File: src/rtl/liteic_pkg.sv
// rtl/liteic_pkg.sv - shared types and helpers for the AXI-lite interconnect
//
// Purpose:
//   Response-code enumeration and the binary-to-one-hot master select decode
//   used by the response routers and any other block that must turn a binary
//   master index into a slot select.
//
// Contents:
//   resp_t           AXI-lite response code (OKAY/EXOKAY/SLVERR/DECERR)
//   MAX_SLOTS        largest master slot count the interconnect supports
//   MAX_ID_W         width of a binary index able to address MAX_SLOTS
//   id_to_onehot()   binary index -> one-hot select, zero when index >= n
package liteic_pkg;

    typedef enum logic [1:0] {
        OKAY   = 2'b00,
        EXOKAY = 2'b01,
        SLVERR = 2'b10,
        DECERR = 2'b11
    } resp_t;

    localparam int unsigned MAX_SLOTS = 32;
    localparam int unsigned MAX_ID_W  = 5;

    // Callers zero-extend their index to MAX_ID_W bits. An index that names a
    // slot beyond the populated range decodes to all zeros so that the caller
    // can detect the bad ID by OR-reducing the result.
    function automatic logic [MAX_SLOTS-1:0] id_to_onehot(
        input logic [MAX_ID_W-1:0] id,
        input int unsigned         n
    );
        logic [MAX_SLOTS-1:0] sel;
        sel = '0;
        if (32'(id) < n) begin
            sel[id] = 1'b1;
        end
        return sel;
    endfunction

endpackage

File: src/rtl/liteic_id_fifo.sv
// rtl/liteic_id_fifo.sv - in-order ID FIFO for outstanding AXI-lite requests
//
// Purpose:
//   Small synchronous FIFO holding the binary master index of every request
//   that has been accepted downstream and still awaits its response.
//
// Parameters:
//   WIDTH   entry width (binary master index width)
//   DEPTH   number of entries, power of two, >= 2
//
// Ports:
//   clk     rising-edge clock
//   rst_n   asynchronous active-low reset (flushes pointers and count)
//   push    write din at the tail; ignored while full
//   pop     discard the head entry; ignored while empty
//   din     entry to write
//   dout    current head entry (valid while !empty)
//   full    count == DEPTH
//   empty   count == 0
//   count   current occupancy
module liteic_id_fifo #(
    parameter int unsigned WIDTH = 5,
    parameter int unsigned DEPTH = 4,
    localparam int unsigned PTR_W = $clog2(DEPTH),
    localparam int unsigned CNT_W = $clog2(DEPTH + 1)
) (
    input  logic             clk,
    input  logic             rst_n,
    input  logic             push,
    input  logic             pop,
    input  logic [WIDTH-1:0] din,
    output logic [WIDTH-1:0] dout,
    output logic             full,
    output logic             empty,
    output logic [CNT_W-1:0] count
);

    logic [WIDTH-1:0] r_mem [DEPTH];
    logic [PTR_W-1:0] r_wr_ptr;
    logic [PTR_W-1:0] r_rd_ptr;
    logic [CNT_W-1:0] r_count;

    logic             w_do_push;
    logic             w_do_pop;

    assign full  = (r_count == CNT_W'(DEPTH));
    assign empty = (r_count == '0);
    assign count = r_count;
    assign dout  = r_mem[r_rd_ptr];

    // A push is refused while full even if a pop happens in the same cycle,
    // so req_ready_o never depends on the response side combinationally.
    assign w_do_push = push & ~full;
    assign w_do_pop  = pop & ~empty;

    // Storage needs no reset: nothing is read until the count says so.
    always_ff @(posedge clk) begin
        if (w_do_push) begin
            r_mem[r_wr_ptr] <= din;
        end
    end

    // DEPTH is a power of two, so the pointers wrap by natural overflow.
    always_ff @(posedge clk or negedge rst_n) begin
        if (!rst_n) begin
            r_wr_ptr <= '0;
            r_rd_ptr <= '0;
            r_count  <= '0;
        end else begin
            if (w_do_push) begin
                r_wr_ptr <= r_wr_ptr + PTR_W'(1);
            end
            if (w_do_pop) begin
                r_rd_ptr <= r_rd_ptr + PTR_W'(1);
            end
            case ({w_do_push, w_do_pop})
                2'b10:   r_count <= r_count + CNT_W'(1);
                2'b01:   r_count <= r_count - CNT_W'(1);
                default: r_count <= r_count;
            endcase
        end
    end

endmodule

File: src/rtl/liteic_resp_router.sv
// rtl/liteic_resp_router.sv - AXI-lite response router (one slave port, one channel)
//
// Purpose:
//   Records the master index of each request accepted by the slave in an
//   in-order ID FIFO, then steers every slave response to the master named at
//   the FIFO head through a single registered output buffer (obuf).
//   Responses whose recorded ID does not name a populated slot are consumed
//   and flagged with a one-cycle err_id_o pulse.
//
// Ports:
//   clk, rst_n      rising-edge clock, asynchronous active-low reset
//   req_valid_i     request accepted downstream; push req_id_i
//   req_id_i        binary index of the granted master
//   req_ready_o     ID FIFO not full
//   s_valid_i       slave response valid
//   s_data_i        slave response data
//   s_resp_i        slave response code
//   s_ready_o       slave response accepted this cycle
//   m_valid_o       one-hot response valid per master slot
//   m_data_o        registered response data, broadcast to all slots
//   m_resp_o        registered response code, broadcast to all slots
//   m_ready_i       per-slot ready
//   err_id_o        pulse: a response was dropped for an out-of-range ID
//   outstanding_o   current ID FIFO occupancy
module liteic_resp_router
    import liteic_pkg::*;
#(
    parameter int unsigned IC_NUM_MASTER_SLOTS = 20,
    parameter int unsigned ID_WIDTH            = $clog2(IC_NUM_MASTER_SLOTS),
    parameter int unsigned DATA_WIDTH          = 32,
    parameter int unsigned DEPTH               = 4,
    localparam int unsigned N     = IC_NUM_MASTER_SLOTS,
    localparam int unsigned CNT_W = $clog2(DEPTH + 1)
) (
    input  logic                  clk,
    input  logic                  rst_n,

    input  logic                  req_valid_i,
    input  logic [ID_WIDTH-1:0]   req_id_i,
    output logic                  req_ready_o,

    input  logic                  s_valid_i,
    input  logic [DATA_WIDTH-1:0] s_data_i,
    input  logic [1:0]            s_resp_i,
    output logic                  s_ready_o,

    output logic [N-1:0]          m_valid_o,
    output logic [DATA_WIDTH-1:0] m_data_o,
    output logic [1:0]            m_resp_o,
    input  logic [N-1:0]          m_ready_i,

    output logic                  err_id_o,
    output logic [CNT_W-1:0]      outstanding_o
);

    // ID FIFO
    logic [ID_WIDTH-1:0]  w_head_id;
    logic                 w_fifo_full;
    logic                 w_fifo_empty;
    logic                 w_accept;

    liteic_id_fifo #(
        .WIDTH (ID_WIDTH),
        .DEPTH (DEPTH)
    ) u_id_fifo (
        .clk   (clk),
        .rst_n (rst_n),
        .push  (req_valid_i),
        .pop   (w_accept),
        .din   (req_id_i),
        .dout  (w_head_id),
        .full  (w_fifo_full),
        .empty (w_fifo_empty),
        .count (outstanding_o)
    );

    assign req_ready_o = ~w_fifo_full;

    // Head decode. The full-width select is OR-reduced to find the bad-ID
    // case; bits at or above N are always zero by construction.
    logic [MAX_SLOTS-1:0] w_sel_full;
    logic [N-1:0]         w_sel;
    logic                 w_sel_hit;

    assign w_sel_full = id_to_onehot(MAX_ID_W'(w_head_id), N);
    assign w_sel      = w_sel_full[N-1:0];
    assign w_sel_hit  = |w_sel_full;

    // Output buffer
    logic                  r_obuf_valid;
    logic [N-1:0]          r_obuf_sel;
    logic [DATA_WIDTH-1:0] r_obuf_data;
    logic [1:0]            r_obuf_resp;
    logic                  r_err_id;

    logic                  w_drain;
    logic                  w_obuf_free;

    assign m_valid_o = r_obuf_valid ? r_obuf_sel : '0;
    assign m_data_o  = r_obuf_data;
    assign m_resp_o  = r_obuf_resp;
    assign err_id_o  = r_err_id;

    // The drain term lets a waiting response enter obuf in the same cycle the
    // previous one leaves, giving one response per cycle; it is the only
    // combinational path from m_ready_i to s_ready_o.
    assign w_drain     = |(m_valid_o & m_ready_i);
    assign w_obuf_free = ~r_obuf_valid | w_drain;

    // No FIFO bypass: an ID pushed this cycle cannot match a response until
    // the next, so an empty FIFO stalls the slave rather than dropping data.
    assign s_ready_o = ~w_fifo_empty & w_obuf_free;
    assign w_accept  = s_valid_i & s_ready_o;

    always_ff @(posedge clk or negedge rst_n) begin
        if (!rst_n) begin
            r_obuf_valid <= 1'b0;
            r_obuf_sel   <= '0;
            r_obuf_data  <= '0;
            r_obuf_resp  <= OKAY;
            r_err_id     <= 1'b0;
        end else begin
            r_err_id <= w_accept & ~w_sel_hit;
            if (w_accept && w_sel_hit) begin
                r_obuf_valid <= 1'b1;
                r_obuf_sel   <= w_sel;
                r_obuf_data  <= s_data_i;
                r_obuf_resp  <= s_resp_i;
            end else if (w_drain) begin
                // Data and resp hold their last value while nothing is valid.
                r_obuf_valid <= 1'b0;
            end
        end
    end

endmodule

File: config.mk
export PLATFORM = sky130hd
export DESIGN_NAME = liteic_resp_router
export DESIGN_NICKNAME = d
export VERILOG_FILES = /design/src/rtl/liteic_pkg.sv /design/src/rtl/liteic_id_fifo.sv /design/src/rtl/liteic_resp_router.sv
export SDC_FILE = /design/constraint.sdc
export NUM_CORES = 1
export LEC_CHECK = 0
export BUFFER_PORTS_ARGS = -buffer_cell sky130_fd_sc_hd__buf_4
export CORE_ASPECT_RATIO = 0.7
export CORE_MARGIN = 3
export CORE_UTILIZATION = 31
export CTS_CLUSTER_DIAMETER = 200
export DETAILED_ROUTE_END_ITERATION = 6
export HOLD_SLACK_MARGIN = 0.03
export SLEW_MARGIN = 25
export SYNTH_ARGS = -nofsm -noshare
export SYNTH_HDL_FRONTEND = slang
export SYNTH_SLANG_ARGS = --single-unit
File: constraint.sdc
create_clock -name clk -period 6.6 [get_ports clk]
set_input_delay 0.66 -clock clk [delete_from_list [all_inputs] [get_ports clk]]
set_output_delay 0.66 -clock clk [all_outputs]
set_load 0.01 [all_outputs]
# Yosys cells after proc, flatten, opt, wreduce, memory -nomap -nowiden
# Memory sizes are Yosys's and may differ from the RTL's.
# Cells that the tools add are included.
[word_totals] regBits=63 latch_bits=0 ram_bits=20 rom_bits=0 inputBits=63 out_inout_bits=60 word_cells=46 memories=1
[op_classes] n_addsub=4 mul=0 div=0 magnitude_cmp=3 eq_ne=3 n_shift=0 n_mux=9 bitwise=11 n_reduce_logical=7
[mem_list] name="u_id_fifo.r_mem" words=4 width=5 read_ports=1 rd_ports_with_merged_regs=0 wr=1 line="liteic_id_fifo.sv:38" text="logic [WIDTH-1:0] r_mem [DEPTH];"
[ops] op="two-way mux 32 bit" count=1
[ops] op="OR reduction 32 bit" count=1
[ops] op="AND 20 bit" count=1
[ops] op="two-way mux 20 bit" count=1
[ops] op="OR reduction 20 bit" count=1
[ops] op="< comparator 5 x 6 -> 1 bit, second input constant" count=1
[ops] op="case mux 3 bit (2 select lines)" count=1
[ops] op="AND 1 bit" count=5
[ops] op="demux 1 bit (select 5 bit)" count=1
[ops] op=">= comparator 5 x 1 -> 1 bit, second input constant" count=1
[ops] op="< comparator 5 bit, second input constant" count=1
[ops] op="two-way mux 1 bit" count=5
[ops] op="adder 2 x 1 -> 2 bit, second input constant" count=2
[ops] op="inverter 1 bit" count=4
[ops] op="nonzero test 2 bit" count=2
[ops] op="adder 3 x 1 -> 3 bit, second input constant" count=1
[ops] op="equality test 3 bit, second input constant" count=1
[ops] op="zero test 3 bit" count=1
[ops] op="subtractor 3 x 1 -> 3 bit, second input constant" count=1
[ops] op="equality test 2 x 1 -> 1 bit, second input constant" count=1
[ops] op="equality test 2 bit, second input constant" count=1
[ops] op="logical AND 1 bit" count=2
[ops] op="OR 1 bit" count=1

# Longest topological paths before layout
[depth] depth_word=9 mapped_depth=10 ltp_nobuf=10

# By module
# From an unflattened synthesis, not the netlist that was laid out.
[hier_totals] cells_unflattened=268 area_unflattened_um2=3794.9
[modules_own_cells] mod="liteic_resp_router" n_inst=1 cells_per_inst=204 area_each_um2=2630.0 seq_area_each_um2=1401.3
[modules_own_cells] mod="liteic_id_fifo" n_inst=1 cells_per_inst=64 area_each_um2=1164.9 seq_area_each_um2=775.7

# Worst setup path after synthesis
# No wires, ideal clock.
[synth_timing] kind="input port to flip-flop" from="input port m_ready_i[6]" to="register u_id_fifo.r_count[2] (netlist: u_id_fifo.count[2])" arrival_time_ps=2584 required_ps=6472 path_slack_ps=3888 path_stages=10 path_buffers=0 cell_sequence="a222oi_1 -> nand4_1 -> nor4_1 -> nor2_1 -> ha_1 -> inv_1 -> fa_1 -> xor2_1 -> nor2_1 -> xor2_1"
[synth_via] elab_chain_len=8 elab_cells_between_ends=10 classes_between="2 x eq/ne; 1 x mux; 5 x bitwise; 2 x reduce/logical"
[synth_lines] element="start: declaration" line="liteic_resp_router.sv:50" text="input logic [N-1:0] m_ready_i,"
[synth_lines] element="AND 20 bit (*)" line="liteic_resp_router.sv:107" text="assign w_drain = |(m_valid_o & m_ready_i);"
[synth_lines] element="OR reduction 20 bit (*)" line="liteic_resp_router.sv:107"
[synth_lines] element="OR 1 bit (*)" line="liteic_resp_router.sv:108" text="assign w_obuf_free = ~r_obuf_valid | w_drain;"
[synth_lines] element="AND 1 bit (*)" line="liteic_resp_router.sv:112" text="assign s_ready_o = ~w_fifo_empty & w_obuf_free;"
[synth_lines] element="AND 1 bit (*)" line="liteic_resp_router.sv:113" text="assign w_accept = s_valid_i & s_ready_o;"
[synth_lines] element="AND 1 bit (*)" line="liteic_id_fifo.sv:54" text="assign w_do_pop = pop & ~empty;"
[synth_lines] element="net u_id_fifo.w_do_pop" line="liteic_id_fifo.sv:44" text="logic w_do_pop;"
[synth_lines] element="equality test 2 x 1 -> 1 bit / equality test 2 bit (equally long branches)" line="liteic_id_fifo.sv:76" text="case ({w_do_push, w_do_pop})"
[synth_lines] element="case mux 3 bit (2 select lines) / nonzero test 2 bit (equally long branches)"
[synth_lines] element="end signal: assignment" line="liteic_id_fifo.sv:77" text="2'b10: r_count <= r_count + CNT_W'(1);"
[synth_lines] element="end signal: assignment" line="liteic_id_fifo.sv:78" text="2'b01: r_count <= r_count - CNT_W'(1);"
[synth_lines] element="end signal: assignment" line="liteic_id_fifo.sv:79" text="default: r_count <= r_count;"
[synth_lines] element="end: declaration" line="liteic_id_fifo.sv:41" text="logic [CNT_W-1:0] r_count;"
# The timed path passes the listed nets; every way through them passes the cells marked *.
# A chain may end at the register's enable or synchronous reset.

# Worst setup path in the final report
[layout_timing] from="register r_obuf_valid" to="register u_id_fifo.r_count[2] (netlist: u_id_fifo.count[2])"
[layout_via] elab_chain_len=9 elab_cells_between_ends=12 classes_between="2 x eq/ne; 2 x mux; 6 x bitwise; 2 x reduce/logical"
[layout_lines] element="start: declaration" line="liteic_resp_router.sv:90" text="logic r_obuf_valid;"
[layout_lines] element="start signal: assignment" line="liteic_resp_router.sv:117" text="r_obuf_valid <= 1'b0;"
[layout_lines] element="start signal: assignment" line="liteic_resp_router.sv:125" text="r_obuf_valid <= 1'b1;"
[layout_lines] element="start signal: assignment" line="liteic_resp_router.sv:131" text="r_obuf_valid <= 1'b0;"
[layout_lines] element="two-way mux 20 bit" line="liteic_resp_router.sv:99" text="assign m_valid_o = r_obuf_valid ? r_obuf_sel : '0;"
[layout_lines] element="AND 20 bit" line="liteic_resp_router.sv:107"
[layout_lines] element="OR reduction 20 bit" line="liteic_resp_router.sv:107"
[layout_lines] element="OR 1 bit (*)" line="liteic_resp_router.sv:108"
[layout_lines] element="AND 1 bit (*)" line="liteic_resp_router.sv:112"
[layout_lines] element="AND 1 bit (*)" line="liteic_resp_router.sv:113"
[layout_lines] element="AND 1 bit (*)" line="liteic_id_fifo.sv:54"
[layout_lines] element="net u_id_fifo.w_do_pop" line="liteic_id_fifo.sv:44"
[layout_lines] element="equality test 2 x 1 -> 1 bit / equality test 2 bit (equally long branches)" line="liteic_id_fifo.sv:76"
[layout_lines] element="case mux 3 bit (2 select lines) / nonzero test 2 bit (equally long branches)"
# Marks and branches as above.

==> qor.txt <==
Run status = completed
CTS Buffer Depth = 2
Slew of the pin with the lowest slew margin = 0.972 ns
Peak VDD IR = 0.231 mV
Clock network latency to the later pin of the worst-skew pair = 0.34 ns
Yosys warns = 0
First-pass GRT wire length = 14.2 mm
Most frequently used flop master after synthesis = dfrtp_1
Critical path startpoint category = flop
Post-synthesis net count = 331
Post-synthesis async set-or-reset flop share = 75.9%
Fraction of final layout cells sized beyond drive strength 1 = 46.5%
Gr ovfl total = 0
Antenna viol nets, final = 0
Average cell area after synthesis = 14.6 sq um
Maximum number of pins on one net before global-route repair = 64
Worst setup path startpoint = r_obuf_valid
Yosys reg bits = 83
Layer with the highest usage = met1
Clock tree root buffer cell = clkbuf_16
Met2 capacity usage during global routing = 18.1%
Highest achievable clock rate = 316 MHz
Clock sinks = 83
Met3 track demand over resource in global routing = 5.29%
Power density over the cells = 520 nW/um^2
Clock Power Share = 18.9%
Number of CTS-inserted buffers = 9
Cell area after technology mapping = 3820 sq um
Number of synthesized flops with an enable pin = 20
Portion of total power attributed to combinational logic = 47.2%
Number of violations reported at the end of detailed-routing iteration 0 = 159
Avg Vias per Cell = 4.78
Arrival @ worst endpoint = 3.38 ns
Main area contributors after synthesis = dfrtp_1 (41%), edfxtp_1 (16%), mux2_4 (12%), and2_1 (3.6%), a22o_1 (2.3%)
Total Die Area = 13700 sq um
Switching power total = 956 uW
Total Routed Length = 9.06 mm
Half-perimeter wire length after placement = 6.69 mm
Via Count = 2617
Initial cell density of the core = 32.1%
# fillers = 1101
Switching power as a share of total power = 35.7%
Sequential cell area fraction in the yosys report = 57.0%
Largest stage delay on the critical path = 0.88 ns
Number of endpoints with negative hold slack in the final report = 0
Clock period minus final worst setup slack = 3.16 ns
H-Tree Level Count = 3
Worst slew margin = 34.6%
Worst r2r src = r_obuf_valid
Kind of end point of the critical path = flop
Critical setup path kind = flop to flop
Row cnt = 33
Net count, final = 455
RSZ-0062 raised after global routing = no
Instance count of the mapped netlist = 262
Final period util = 47.9%
Leak = 0.00237 uW
Chip Width = 139 microns
Register share of total power = 33.8%
Cell with the largest stage delay on the worst path = nor4_1
Per-cell routed wire length = 16.5 microns
Setup violation total in the final timing report = 0
Fraction of synthesized cell area taken by the top area cell type = 41.3%
Core Footprint = 11900 sq um
Internal Dissipation = 1720 uW
Global routing usage on met1 = 19.2%
Total I/O pin count = 123
Count of buffers from port buffering = 122
DP Area = 4840 sq um
Post-Route Setup TNS = 0 ns
Largest area contributor in the synthesized netlist = dfrtp_1
CTS-repair resized insts = 0
Die height = 98.9 microns
Ant. Diodes = 0
Required time at the worst-slack endpoint = 6.82 ns
Final cell area excluding filler cells = 5140 sq um
Post-CTS Setup Repair Bufs = 0
Class of the tightest hold or removal check = input pin to asynchronous set/reset pin
Antenna violations before repair = 0
Number of distinct library cell variants in the gate-level netlist after synthesis = 42
GRT Resource Usage Total = 13.1%
Final-report max-slew violation count = 0
Via count of the first global-routing pass = 2557
Synthesis-to-layout area growth = 34.5%
Reported max-cap violation count = 0
Post-route DRC violation count = 0
Clock tree from TritonCTS = done
CTS Hold Bufs = 0
Clock edge transition at the registers on the reported setup and hold paths = 0.06 ns
Critical Path Fanout Max = 22
Total iterations of the first detailed-routing run = 4
Chain of cells forming the critical path = nand4_1 > nor4_1 > nor2_1 > ha_1 > inv_1 > fa_1 > xor2_1 > nor2_1 > xor2_1
Placer Congestion = 0.801
Fin Clk Skew = 0.00786 ns
[sequential cells by signal (all words and copies together), names as in the netlist]
register and flops:
m_data_o 32, r_obuf_sel 20, u_id_fifo.r_mem 20, u_id_fifo.count 3, m_resp_o 2, u_id_fifo.r_rd_ptr 2, u_id_fifo.r_wr_ptr 2, err_id_o 1
r_obuf_valid 1
[worst max-delay path: cells and delay by family (launching register included)]
family | cells | cell delay (ns)
AND/OR/NAND/NOR | 4 | 1.49
adder cells (fa/ha/maj) | 2 | 0.50
XOR/XNOR | 2 | 0.28
flip-flops | 1 | 0.68
buffers and inverters | 1 | 0.07
[cell usage after synthesis, types with 3 or more instances]
cell        n
xnor2_1     3
inv_1       7
edfxtp_1   20
o2bb2ai_1   3
and2_1     22
nor4_1      3
nand4_1     8
a22o_1     10
mux2_2      4
nand3_1     3
nor3_1      4
xor2_1      3
ha_1        5
dfrtp_1    63
nor2_1      7
buf_12      3
a32o_1      7
a22oi_1     8
mux4_2      3
and3_1      5
nand2_1    15
clkbuf_1    3
mux2_4     30
[power groups by stage]
stage	combinational, uW	sequential (uW)	clock [uW]
5_1_grt	1360	936	545
3_3_place_gp	1260	907	0
6_report	1260	905	507
2_1_floorplan	883	901	0
4_1_cts	1280	907	523
3_5_place_dp	1280	908	0
[metal layers]
| layer | up-vias | part of all wire [%] | wire length [microns] |
|---|---|---|---|
| met5 | - | 0 | 0 |
| met4 | 0 | 0.81 | 73 |
| met3 | 8 | 9.2 | 831 |
| met2 | 107 | 41 | 3750 |
| met1 | 1277 | 49 | 4400 |
| li1 | 1225 | - | - |
[stage by stage]
step                total power (uW)  cells  worst slack (ns)  utilization, %  hold WS [ns]
global placement                2160    532              3.33            40.7         0.494
global route                    2840    548              3.22            43.2         0.479
CTS                             2710    548              3.50            43.2         0.442
detailed placement              2180    532              3.19            40.7         0.495
finish                          2670    548              3.44            43.2         0.406
floorplan                       1780    262              3.89               -         0.364
[layout by cell type, fill, tap and decap left out, types with 8 or more instances in the layout]
master,Yosys,final
buf_4,2,122
dfrtp_1,63,63
mux2_4,30,30
and2_1,22,22
edfxtp_1,20,20
nand2_1,15,15
a22o_1,10,10
clkbuf_16,0,9
a22oi_1,8,8
nand4_1,8,8
[kinds of logic (layout without fill, tap and decap cells)]
family / count (synthesis) / in the layout / synth area share, %
flops: 83 / 83 / 57.0
simple gates: 80 / 80 / 12.7
mux: 40 / 40 / 16.4
compound gates: 31 / 31 / 7.20
buf+inv: 16 / 145 / 3.24
fa+ha+maj: 6 / 6 / 2.16
xor+xnor: 6 / 6 / 1.38
[worst paths after layout]
path / to / slack [ns] / cells past startpoint
max in group asynchronous: r_obuf_sel[17] / 5.66 / 1
worst min-delay path: m_data_o[23] / 0.41 / 1
worst max-delay path: u_id_fifo.count[2] / 3.44 / 9
worst max register to register: u_id_fifo.count[2] / 3.44 / 9
worst min register to register: m_data_o[31] / 0.51 / 1
min in group clk: m_data_o[31] / 0.51 / 1
[layout make-up]
type                            count  area, sq um  area share [%]
Sequential cell                    83         2180            42.4
Inverter                            7         26.3           0.511
Multi-Input combinational cell    163         1520            29.6
Clock inverter                      5         60.1            1.17
Tap cell                          157          196            3.82
Clock buffer                       11          243            4.72
Timing Repair Buffer              122          916            17.8
(Power assumes the default switching activity.)
